File: src/rtl/rriot_bus_arb.sv
// -----------------------------------------------------------------------------
// rriot_bus_arb
//
// Two-requester arbiter for a shared RRIOT-style bus (RAM / ROM / timer / IO
// regions selected by rs0 and cs1). One access is carried out at a time. A
// granted access drives the bus for WAIT phi2 cycles, captures the read data
// and output-enable on the last of them, and then pulses the owner's ack for
// one cycle while the bus returns to its idle, nothing-selected state.
//
// Optional feature:
//   ARB_ROUND_ROBIN_EN - when defined, simultaneous requests are granted to
//                        the requester that did not own the bus last
//                        (r0 first after reset). When undefined, r0 always
//                        wins over r1.
//
// Parameters:
//   WAIT        phi2 cycles the bus is held per access (1..15, 0 acts as 1)
//
// Ports:
//   phi2        sole clock, rising edge
//   rst         synchronous active-high reset
//   rk_req      access request from requester k (k = 0, 1)
//   rk_we_n     write when low
//   rk_addr     10-bit address
//   rk_rs0      ROM-select
//   rk_cs1      chip-select
//   rk_wdata    write data
//   rk_ack      one-cycle completion pulse to requester k
//   rk_rdata    captured read data (0 after a write), held until next ack
//   rk_rerr     read completed while bus_oe was low, held until next ack
//   bus_we_n    bus write strobe (low = write)
//   bus_a       bus address
//   bus_di      data driven into the bus target
//   bus_rs0     bus ROM-select
//   bus_cs1     bus chip-select
//   bus_do      data returned by the bus target
//   bus_oe      bus target output enable (read data valid)
//   busy        high while an access is in ACCESS or DONE
//   owner       index of the current or most recently granted requester
// -----------------------------------------------------------------------------
module rriot_bus_arb #(
    parameter int WAIT = 1
) (
    input  logic       phi2,
    input  logic       rst,

    input  logic       r0_req,
    input  logic       r0_we_n,
    input  logic [9:0] r0_addr,
    input  logic       r0_rs0,
    input  logic       r0_cs1,
    input  logic [7:0] r0_wdata,
    output logic       r0_ack,
    output logic [7:0] r0_rdata,
    output logic       r0_rerr,

    input  logic       r1_req,
    input  logic       r1_we_n,
    input  logic [9:0] r1_addr,
    input  logic       r1_rs0,
    input  logic       r1_cs1,
    input  logic [7:0] r1_wdata,
    output logic       r1_ack,
    output logic [7:0] r1_rdata,
    output logic       r1_rerr,

    output logic       bus_we_n,
    output logic [9:0] bus_a,
    output logic [7:0] bus_di,
    output logic       bus_rs0,
    output logic       bus_cs1,
    input  logic [7:0] bus_do,
    input  logic       bus_oe,

    output logic       busy,
    output logic       owner
);

    // Out-of-range WAIT values are clamped so the 4-bit counter always
    // starts at a legal, non-zero value.
    localparam int         WAIT_EFF = (WAIT < 1) ? 1 : ((WAIT > 15) ? 15 : WAIT);
    localparam logic [3:0] WAIT_LD  = WAIT_EFF[3:0];

    typedef enum logic [1:0] {
        IDLE   = 2'd0,
        ACCESS = 2'd1,
        DONE   = 2'd2
    } state_t;

    state_t     state;
    state_t     state_nxt;
    logic [3:0] wait_cnt;

    logic       grant_vld;
    logic       grant_sel;
    logic       last_cycle;

    logic       sel_we_n;
    logic [9:0] sel_addr;
    logic       sel_rs0;
    logic       sel_cs1;
    logic [7:0] sel_wdata;

    // -------------------------------------------------------------------------
    // Arbitration: decide who would be granted if the FSM is idle this cycle.
    // -------------------------------------------------------------------------
    always_comb begin
        grant_vld = r0_req | r1_req;
        grant_sel = 1'b0;
`ifdef ARB_ROUND_ROBIN_EN
        // Contention goes to whoever did not own the bus last; owner resets
        // to 1 so r0 wins the first contended grant.
        if (r0_req && r1_req) begin
            grant_sel = ~owner;
        end else begin
            grant_sel = r1_req;
        end
`else
        // Fixed priority: r1 only when r0 is not asking.
        grant_sel = ~r0_req & r1_req;
`endif
    end

    // Fields of the requester that would be granted.
    always_comb begin
        sel_we_n  = r0_we_n;
        sel_addr  = r0_addr;
        sel_rs0   = r0_rs0;
        sel_cs1   = r0_cs1;
        sel_wdata = r0_wdata;
        if (grant_sel) begin
            sel_we_n  = r1_we_n;
            sel_addr  = r1_addr;
            sel_rs0   = r1_rs0;
            sel_cs1   = r1_cs1;
            sel_wdata = r1_wdata;
        end
    end

    // -------------------------------------------------------------------------
    // FSM: state register.
    // -------------------------------------------------------------------------
    always_ff @(posedge phi2) begin
        if (rst) begin
            state <= IDLE;
        end else begin
            state <= state_nxt;
        end
    end

    // -------------------------------------------------------------------------
    // FSM: next state and status outputs.
    // -------------------------------------------------------------------------
    always_comb begin
        state_nxt  = state;
        busy       = 1'b0;
        // The counter never sits at 0 inside ACCESS; "<= 1" only keeps a
        // corrupted count from stalling the bus forever.
        last_cycle = (wait_cnt <= 4'd1);
        case (state)
            IDLE: begin
                if (grant_vld) begin
                    state_nxt = ACCESS;
                end
            end
            ACCESS: begin
                busy = 1'b1;
                if (last_cycle) begin
                    state_nxt = DONE;
                end
            end
            DONE: begin
                busy      = 1'b1;
                state_nxt = IDLE;
            end
            default: begin
                state_nxt = IDLE;
            end
        endcase
    end

    // -------------------------------------------------------------------------
    // Bus drive, wait counter, capture and completion signalling.
    // Requester inputs are only looked at in the grant cycle; everything the
    // access needs afterwards lives in the bus output registers.
    // -------------------------------------------------------------------------
    always_ff @(posedge phi2) begin
        if (rst) begin
            wait_cnt <= 4'd0;
            owner    <= 1'b1;
            bus_we_n <= 1'b1;
            bus_a    <= 10'd0;
            bus_di   <= 8'd0;
            bus_rs0  <= 1'b1;
            bus_cs1  <= 1'b1;
            r0_ack   <= 1'b0;
            r0_rdata <= 8'd0;
            r0_rerr  <= 1'b0;
            r1_ack   <= 1'b0;
            r1_rdata <= 8'd0;
            r1_rerr  <= 1'b0;
        end else begin
            r0_ack <= 1'b0;
            r1_ack <= 1'b0;
            case (state)
                IDLE: begin
                    if (grant_vld) begin
                        owner    <= grant_sel;
                        wait_cnt <= WAIT_LD;
                        bus_we_n <= sel_we_n;
                        bus_a    <= sel_addr;
                        bus_di   <= sel_wdata;
                        bus_rs0  <= sel_rs0;
                        bus_cs1  <= sel_cs1;
                    end
                end
                ACCESS: begin
                    wait_cnt <= wait_cnt - 4'd1;
                    if (last_cycle) begin
                        // Last bus cycle: capture the target's response and
                        // release the bus so DONE already shows it idle.
                        // bus_we_n still holds this access's direction here.
                        if (owner) begin
                            r1_ack   <= 1'b1;
                            r1_rdata <= bus_we_n ? bus_do : 8'd0;
                            r1_rerr  <= bus_we_n & ~bus_oe;
                        end else begin
                            r0_ack   <= 1'b1;
                            r0_rdata <= bus_we_n ? bus_do : 8'd0;
                            r0_rerr  <= bus_we_n & ~bus_oe;
                        end
                        bus_we_n <= 1'b1;
                        bus_a    <= 10'd0;
                        bus_di   <= 8'd0;
                        bus_rs0  <= 1'b1;
                        bus_cs1  <= 1'b1;
                    end
                end
                default: begin
                end
            endcase
        end
    end

endmodule

File: config.mk
export PLATFORM = sky130hd
export DESIGN_NAME = rriot_bus_arb
export DESIGN_NICKNAME = d
export VERILOG_FILES = /design/src/rtl/rriot_bus_arb.sv
export SDC_FILE = /design/constraint.sdc
export NUM_CORES = 1
export LEC_CHECK = 0
export ABC_AREA = 1
export ABC_CLOCK_PERIOD_IN_PS = 4130
export CORE_MARGIN = 1
export CORE_UTILIZATION = 45
export CTS_CLUSTER_SIZE = 40
export DETAILED_ROUTE_END_ITERATION = 8
export GPL_TIMING_DRIVEN = 0
export HOLD_SLACK_MARGIN = 0.06
export PLACE_DENSITY = 0.92
export SLEW_MARGIN = 20
export SYNTH_ARGS = -nofsm -noshare
export SYNTH_HDL_FRONTEND = slang
export SYNTH_SLANG_ARGS = --single-unit
File: constraint.sdc
create_clock -name phi2 -period 4.13 [get_ports phi2]
set_input_delay 0.6195 -clock phi2 [delete_from_list [all_inputs] [get_ports phi2]]
set_output_delay 0.6195 -clock phi2 [all_outputs]
set_load 0.005 [all_outputs]
==> key figures, run 1 <==
Status
  – Outcome: finished, final reports clean

Yosys
  – Synth Area in Compound Gates: 14.95%
  – Most common cell in the synthesized netlist: nand2_1
  – Post-synth top area share: 42.52%
  – Largest family of logic cells by synthesized area: simple AND/OR/NAND/NOR gates
  – Xor/xnor share of the synthesized area: 0%
  – Yosys warns: 0
  – Post-synthesis mux area share: 0%
  – Synth Instances: 331
  – Simple-gate share of the synthesized area: 31.56%
  – Synthesis-stage register bit count: 48
  – Mapped Avg Cell Area: 6.827 sq um
  – Yosys cell types: 21
  – Ys flop type: dfxtp_1
  – Synthesized Nets: 391
  – Post-synthesis sequential area ratio: 42.52%
  – Post-synth EDFFs: 0
  – Adder-cell share of the synthesized area: 2.769%
  – Most frequent cells after synthesis: nand2_1, dfxtp_1, a21oi_1
  – Top cells by area, synth: dfxtp_1, nand2_1, a21oi_1, nor2_1, o21ai_0
  – Cell Area, Synth: 0.002260 sq mm
  – Post-synth ARST share: 0%
  – Cell taking the most area after synthesis: dfxtp_1

Detailed routing
  – Post-route antenna net violation count: 0
  – Top Metal Used: met4
  – WL met1: 2656 um
  – First-pass DRT Iterations: 4
  – Drt first-iter violations: 105
  – Via Count: 2512
  – # DRC: 0
  – WL per Instance: 12.92 um
  – Met2 Wirelength: 3273 um
  – Met3 wire length: 311 um
  – Total wire length: 6499 um
  – Via/cell ratio: 4.994

STA
  – Max Slew Vio Count: 0
  – Worst Hold Slack: 0.4623 ns
  – Clk_skew: 0.006655 ns
  – Fmax: 0.4656 GHz
  – # setup viols final: 0
  – Final Hold Viols: 0
  – Setup TNS: 0 ns
  – Final period util: 52.00%
  – RSZ-0062 raised after global routing: false
  – Smallest setup slack after layout: 1.982 ns
  – Crit path time final: 2.148 ns
  – Least-Margin Pin Slew: 0.5862 ns
  – Slew margin rel.: 60.92%

Clock network
  – CTS Hold Buffers Added: 0
  – CTS Buf Count: 5
  – Root cell of the clock tree: clkbuf_8
  – Clock Path Buffers: 2
  – Clock sinks: 48
  – Cts repair resizes: 0
  – Post-CTS Setup Bufs: 0
  – Worst skew pair latency: 0.31 ns
  – TritonCTS clock tree: built
  – Htree depth: 2
  – Clk slew on worst S/H paths: 0.09 ns

Power and ir drop
  – Worst vdd rail ir drop: 438.8 uV
  – Leakage: 1.497 nW
  – Power Dens Cells: 617.3 mW/mm^2

Worst setup path
  – Worst-path maximum fanout: 3
  – CP Class: reg -> out
  – Crit start category: flop
  – Worst setup EP type: primary output
  – CP max stage delay: 0.49 ns
  – Worst Path Required: 3.51 ns
  – Cell at the slowest stage of the critical path: clkdlybuf4s50_1
  – CP arrival: 1.53 ns
  – CP Cell Sequence: inv_1 -> ha_1 -> clkdlybuf4s50_1

GRT
  – Global route total overflow: 0
  – Number of global-route vias before repair: 2332
  – Global-route wire length before repair: 10450 um
  – Largest net degree at the start of global routing: 17
  – Initial antenna violation count: 0
  – GRT Total Usage: 25.37%

Floorplan
  – DIE AREA: 0.005309 sq mm
  – Die Wd: 72.86 um
  – Initial Utilization: 47.22%
  – Die height: 72.86 um
  – IO Pins: 98
  – Core area: 0.004786 sq mm
  – Row count: 25

Layout
  – N_diodes: 0
  – Finished Layout Cells: 503
  – Synth-to-Final Area Change: 51.77%
  – Fillers: 361
  – Storage cell area: 960.9 sq um
  – Area of the multi-input gates: 0.001114 sq mm
  – Final nets: 495
  – Final core occ: 71.66%
  – Share of cells above drive strength 1: 9.633%

Place
  – Post-DP HPWL: 4712 um
  – Worst slack, placed: 2.095 ns
  – I/O Buffers: 97
  – DP Cell Count: 495
  – Placer Congestion: 0.8546

Worst hold path
  – Hold/Removal Path Class: reg -> reg

Job
  – Max-cap viol count: 0
## where the power goes
group | internal, mW | switching [mW]
clock network | 0.183 | 0.169
logic | 0.494 | 0.586
registers | 0.601 | 0.0844
## critical path: cells and delay by family (launching register included)
family / cells / cell delay (ns)
buf+inv: 2 / 0.57
flops: 1 / 0.37
fa+ha+maj: 1 / 0.28
## worst paths after layout
check                           slack [ns]  cells after the start     endpoint  startpoint
worst min-delay path                  0.46                      2    bus_di[2]   bus_di[2]
worst max-delay path                  1.98                      3         busy    state[0]
worst min register to register        0.46                      2    bus_di[2]   bus_di[2]
worst max register to register        2.46                      6  r0_rdata[6]    state[1]
## layout make-up
type | count | area share, %
multi-input combinational | 242 | 32.47
timing repair buffer | 97 | 28.31
sequential | 48 | 28.02
inverter | 26 | 2.882
buffer | 15 | 2.517
tap | 67 | 2.444
clock buffer | 5 | 2.007
clock inverter | 3 | 1.350
## state kept, by name, summed over array words and instances (netlist names)
| register | count |
|---|---|
| r1_rerr | 1 |
| state | 2 |
| r0_rerr | 1 |
| wait_cnt | 4 |
| bus_rs0 | 1 |
| bus_we_n | 1 |
| r1_ack | 1 |
| bus_a | 10 |
| r0_rdata | 8 |
| r0_ack | 1 |
| owner | 1 |
| bus_cs1 | 1 |
| bus_di | 8 |
| r1_rdata | 8 |
## through the flow
| step | power, mW | area (sq um) |
|---|---|---|
| global placement | 1.716 | 3314 |
| floorplan | 1.305 | 2260 |
| global route | 2.260 | 3430 |
| finish | 2.117 | 3430 |
| detailed placement | 1.752 | 3314 |
| CTS | 2.112 | 3430 |
## routing by layer
metal	GRT usage (%)	up-vias
li1	-	1247
met1	29.93	1154
met2	42.78	88
met3	5.801	23
met4	13.73	0
met5	0	-
## cell families (layout without fill, tap and decap cells)
family / count (synthesis) / after routing
compound gates: 62 / 62
fa+ha+maj: 5 / 5
buf+inv: 41 / 146
flops: 48 / 48
simple gates: 175 / 175
## cells in the final DEF (no fill, tap or decap), types with 3 or more instances in the layout
cell             count
nand2_1            120
clkdlybuf4s50_1     97
dfxtp_1             48
a21oi_1             33
nor2_1              29
inv_1               21
o21ai_0             19
nand3_1             10
nand2_2              9
buf_2                6
clkbuf_1             6
a21oi_2              6
ha_1                 5
clkbuf_8             5
nor2_2               4
inv_2                4
buf_6                3
Power figures use the tool's default switching activity.
==> inputs of run 2 (changes only) <==
- ABC_CLOCK_PERIOD_IN_PS: 4130 -> 1700
- CORE_UTILIZATION: 45 -> 38
- PLACE_DENSITY: 0.92 -> 0.83
- clock period: 4.13 -> 1.7 ns (I/O delays scaled with it)
==> run 2 against run 1 <==
Final area increased by 0.15%. Worst hold slack improved by 0.0021 ns. Register-to-register slack got worse by 2.3 ns. Sequential power increased by 140%. First-iteration DRC count increased by 34%. Count of clock-buffer cells in the layout increased by 1. Flip-flop and latch count unchanged. Clock skew increased by 0.0028 ns. Cell count increased by 1.4%. Clock power increased by 99%. Non-clock buffer count increased by 2. Critical path type is now reg -> reg. Critical endpoint is now bus_a[0].
==> key figures, run 2 (same netlist as run 1, synthesis figures left out) <==
GRT
  – Initial antenna violation count: 0
  – Largest net degree at the start of global routing: 15
  – GRT Total Usage: 20.51%
  – Global-route wire length before repair: 10070 um
  – Global route total overflow: 0
  – Number of global-route vias before repair: 2279

Detailed routing
  – Drt first-iter violations: 141
  – Via/cell ratio: 4.720
  – Post-route antenna net violation count: 0
  – Via Count: 2407
  – WL per Instance: 12.18 um
  – Total wire length: 6214 um
  – # DRC: 0
  – First-pass DRT Iterations: 4

Clock network
  – Root cell of the clock tree: clkbuf_8
  – CTS Hold Buffers Added: 0
  – Htree depth: 2
  – CTS Buf Count: 5
  – Worst skew pair latency: 0.30 ns
  – TritonCTS clock tree: built
  – Clk slew on worst S/H paths: 0.09 ns
  – Clock Path Buffers: 2
  – Clock sinks: 48

Worst hold path
  – Hold/Removal Path Class: reg -> reg
  – Hold Path Sink: bus_di[3]
  – Hold path start: bus_di[3]
  – Cells on Worst Hold Path: 2

Floorplan
  – Row count: 27
  – Die height: 79.12 um
  – DIE AREA: 0.006259 sq mm
  – Core area: 0.005608 sq mm
  – Initial Utilization: 40.29%
  – IO Pins: 98
  – Die Wd: 79.12 um

Worst setup path
  – R2R Setup Slk: 0.14 ns
  – Worst Path Required: 1.93 ns
  – Worst r2r path cells: 9
  – Worst-path maximum fanout: 10
  – CP Class: reg -> reg
  – Critical R2R Launch: state[1]
  – CP arrival: 1.78 ns
  – Worst setup EP type: flop
  – Crit start category: flop
  – FF-to-FF End: bus_a[0]

Layout
  – Commonest non-fill, non-tap cell in the layout: nand2_1
  – Share of cells above drive strength 1: 10.50%
  – Synth-to-Final Area Change: 51.99%
  – N_diodes: 0
  – Most frequent cells in the layout: nand2_1, clkdlybuf4s50_1, dfxtp_1
  – Register bank with the most flops: bus_a
  – Final nets: 497
  – Max FFs per register: 10

Power and ir drop
  – Psw: 1.987 mW
  – Comb pwr share: 52.7%
  – Leakage: 1.507 nW
  – Int Power: 2.997 mW
  – Final Power: 4.984 mW
  – Worst vdd rail ir drop: 599.5 uV
  – Power share of the clock group: 14.1%
  – Sequential power share: 33.2%
  – Sw frac: 39.87%
  – Power Dens Cells: 1451 mW/mm^2

Job
  – Max-cap viol count: 0

STA
  – Smallest setup slack after layout: 0.1414 ns
  – Final period util: 91.68%
  – # setup viols final: 0
  – Max Slew Vio Count: 0
  – Worst Hold Slack: 0.4644 ns
  – Clk_skew: 0.009455 ns
  – Crit path time final: 1.559 ns
  – Final Hold Viols: 0
  – Fmax: 0.6416 GHz
  – Slew margin rel.: 59.83%
  – Least-Margin Pin Slew: 0.6026 ns

Place
  – I/O Buffers: 97
  – Placer Congestion: 0.8227
  – Post-DP HPWL: 4798 um
  – Worst slack, placed: 0.02010 ns

Status
  – Outcome: finished, final reports clean
run 2: cell types whose count changed in the layout (fill, tap and decap cells not counted), moves of 2 or more:
| cell | change |
|---|---|
| dfxtp_1 | -2 |
| buf_4 | +2 |
| dfxtp_2 | +2 |
| clkinv_2 | +2 |
run 2: worst max-delay path by stage:
stage                     cells past startpoint         from          end
after floorplan                              10  wait_cnt[0]     bus_a[3]
after global placement                        5          rst  r1_rdata[3]
after detailed placement                      5          rst  r1_rdata[1]
after CTS                                     7  wait_cnt[0]  r1_rdata[1]
after global routing                         10  wait_cnt[0]    bus_di[1]
final                                         9     state[1]     bus_a[0]
run 2: metrics by stage:
step           std cells  util [%]   TNS, ns  cell area [sq um]
2_1_floorplan        331         -         0               2260
3_3_place_gp         500     59.21         0               3321
3_5_place_dp         500     59.21         0               3321
4_1_cts              508     60.87         0               3413
5_1_grt              510     61.25  -0.02718               3435
6_report             510     61.25         0               3435
run 2: critical path, cell delays in order, from the launching register on:
cell	delay, ns
dfxtp_1	0.31
inv_1	0.07
ha_1	0.18
buf_2	0.17
inv_2	0.14
nand3_2	0.12
clkinv_2	0.13
buf_6	0.16
nand2_1	0.05
a21oi_1	0.15
run 2: area by class of cell:
| cell class | instances | area (sq um) |
|---|---|---|
| Timing Repair Buffer | 99 | 984.7 |
| Buffer | 15 | 86.33 |
| Inverter | 26 | 98.84 |
| Sequential cell | 48 | 963.4 |
| Clock buffer | 6 | 82.58 |
| Clock inverter | 2 | 10.01 |
| Multi-Input combinational cell | 242 | 1119 |
| Fill cell | 522 | 2173 |
| Tap cell | 72 | 90.09 |
run 2: power groups by stage:
stage	clock, mW	sequential, mW	combinational (mW)
finish	0.702	1.65	2.63
global route	0.760	1.70	2.93
CTS	0.712	1.65	2.59
detailed placement	0	1.67	2.59
global placement	0	1.66	2.53
floorplan	0	1.68	1.49
run 2: layer usage:
layer  up-vias  GRT usage (%)  part of all wire, %
li1       1249              -                    -
met1      1069          23.06                   39
met2        73          37.07                   53
met3        16          5.057                  5.3
met4         0          7.636                  2.4
met5         -              0                    0
run 2: timing repair:
item / 4_1_cts / 5_1_grt
buffers inserted: 0 / 2
endpoints found under the hold margin: 0 / 0
gates resized for setup: 2 / 2
endpoints found under the setup margin: 1 / 29
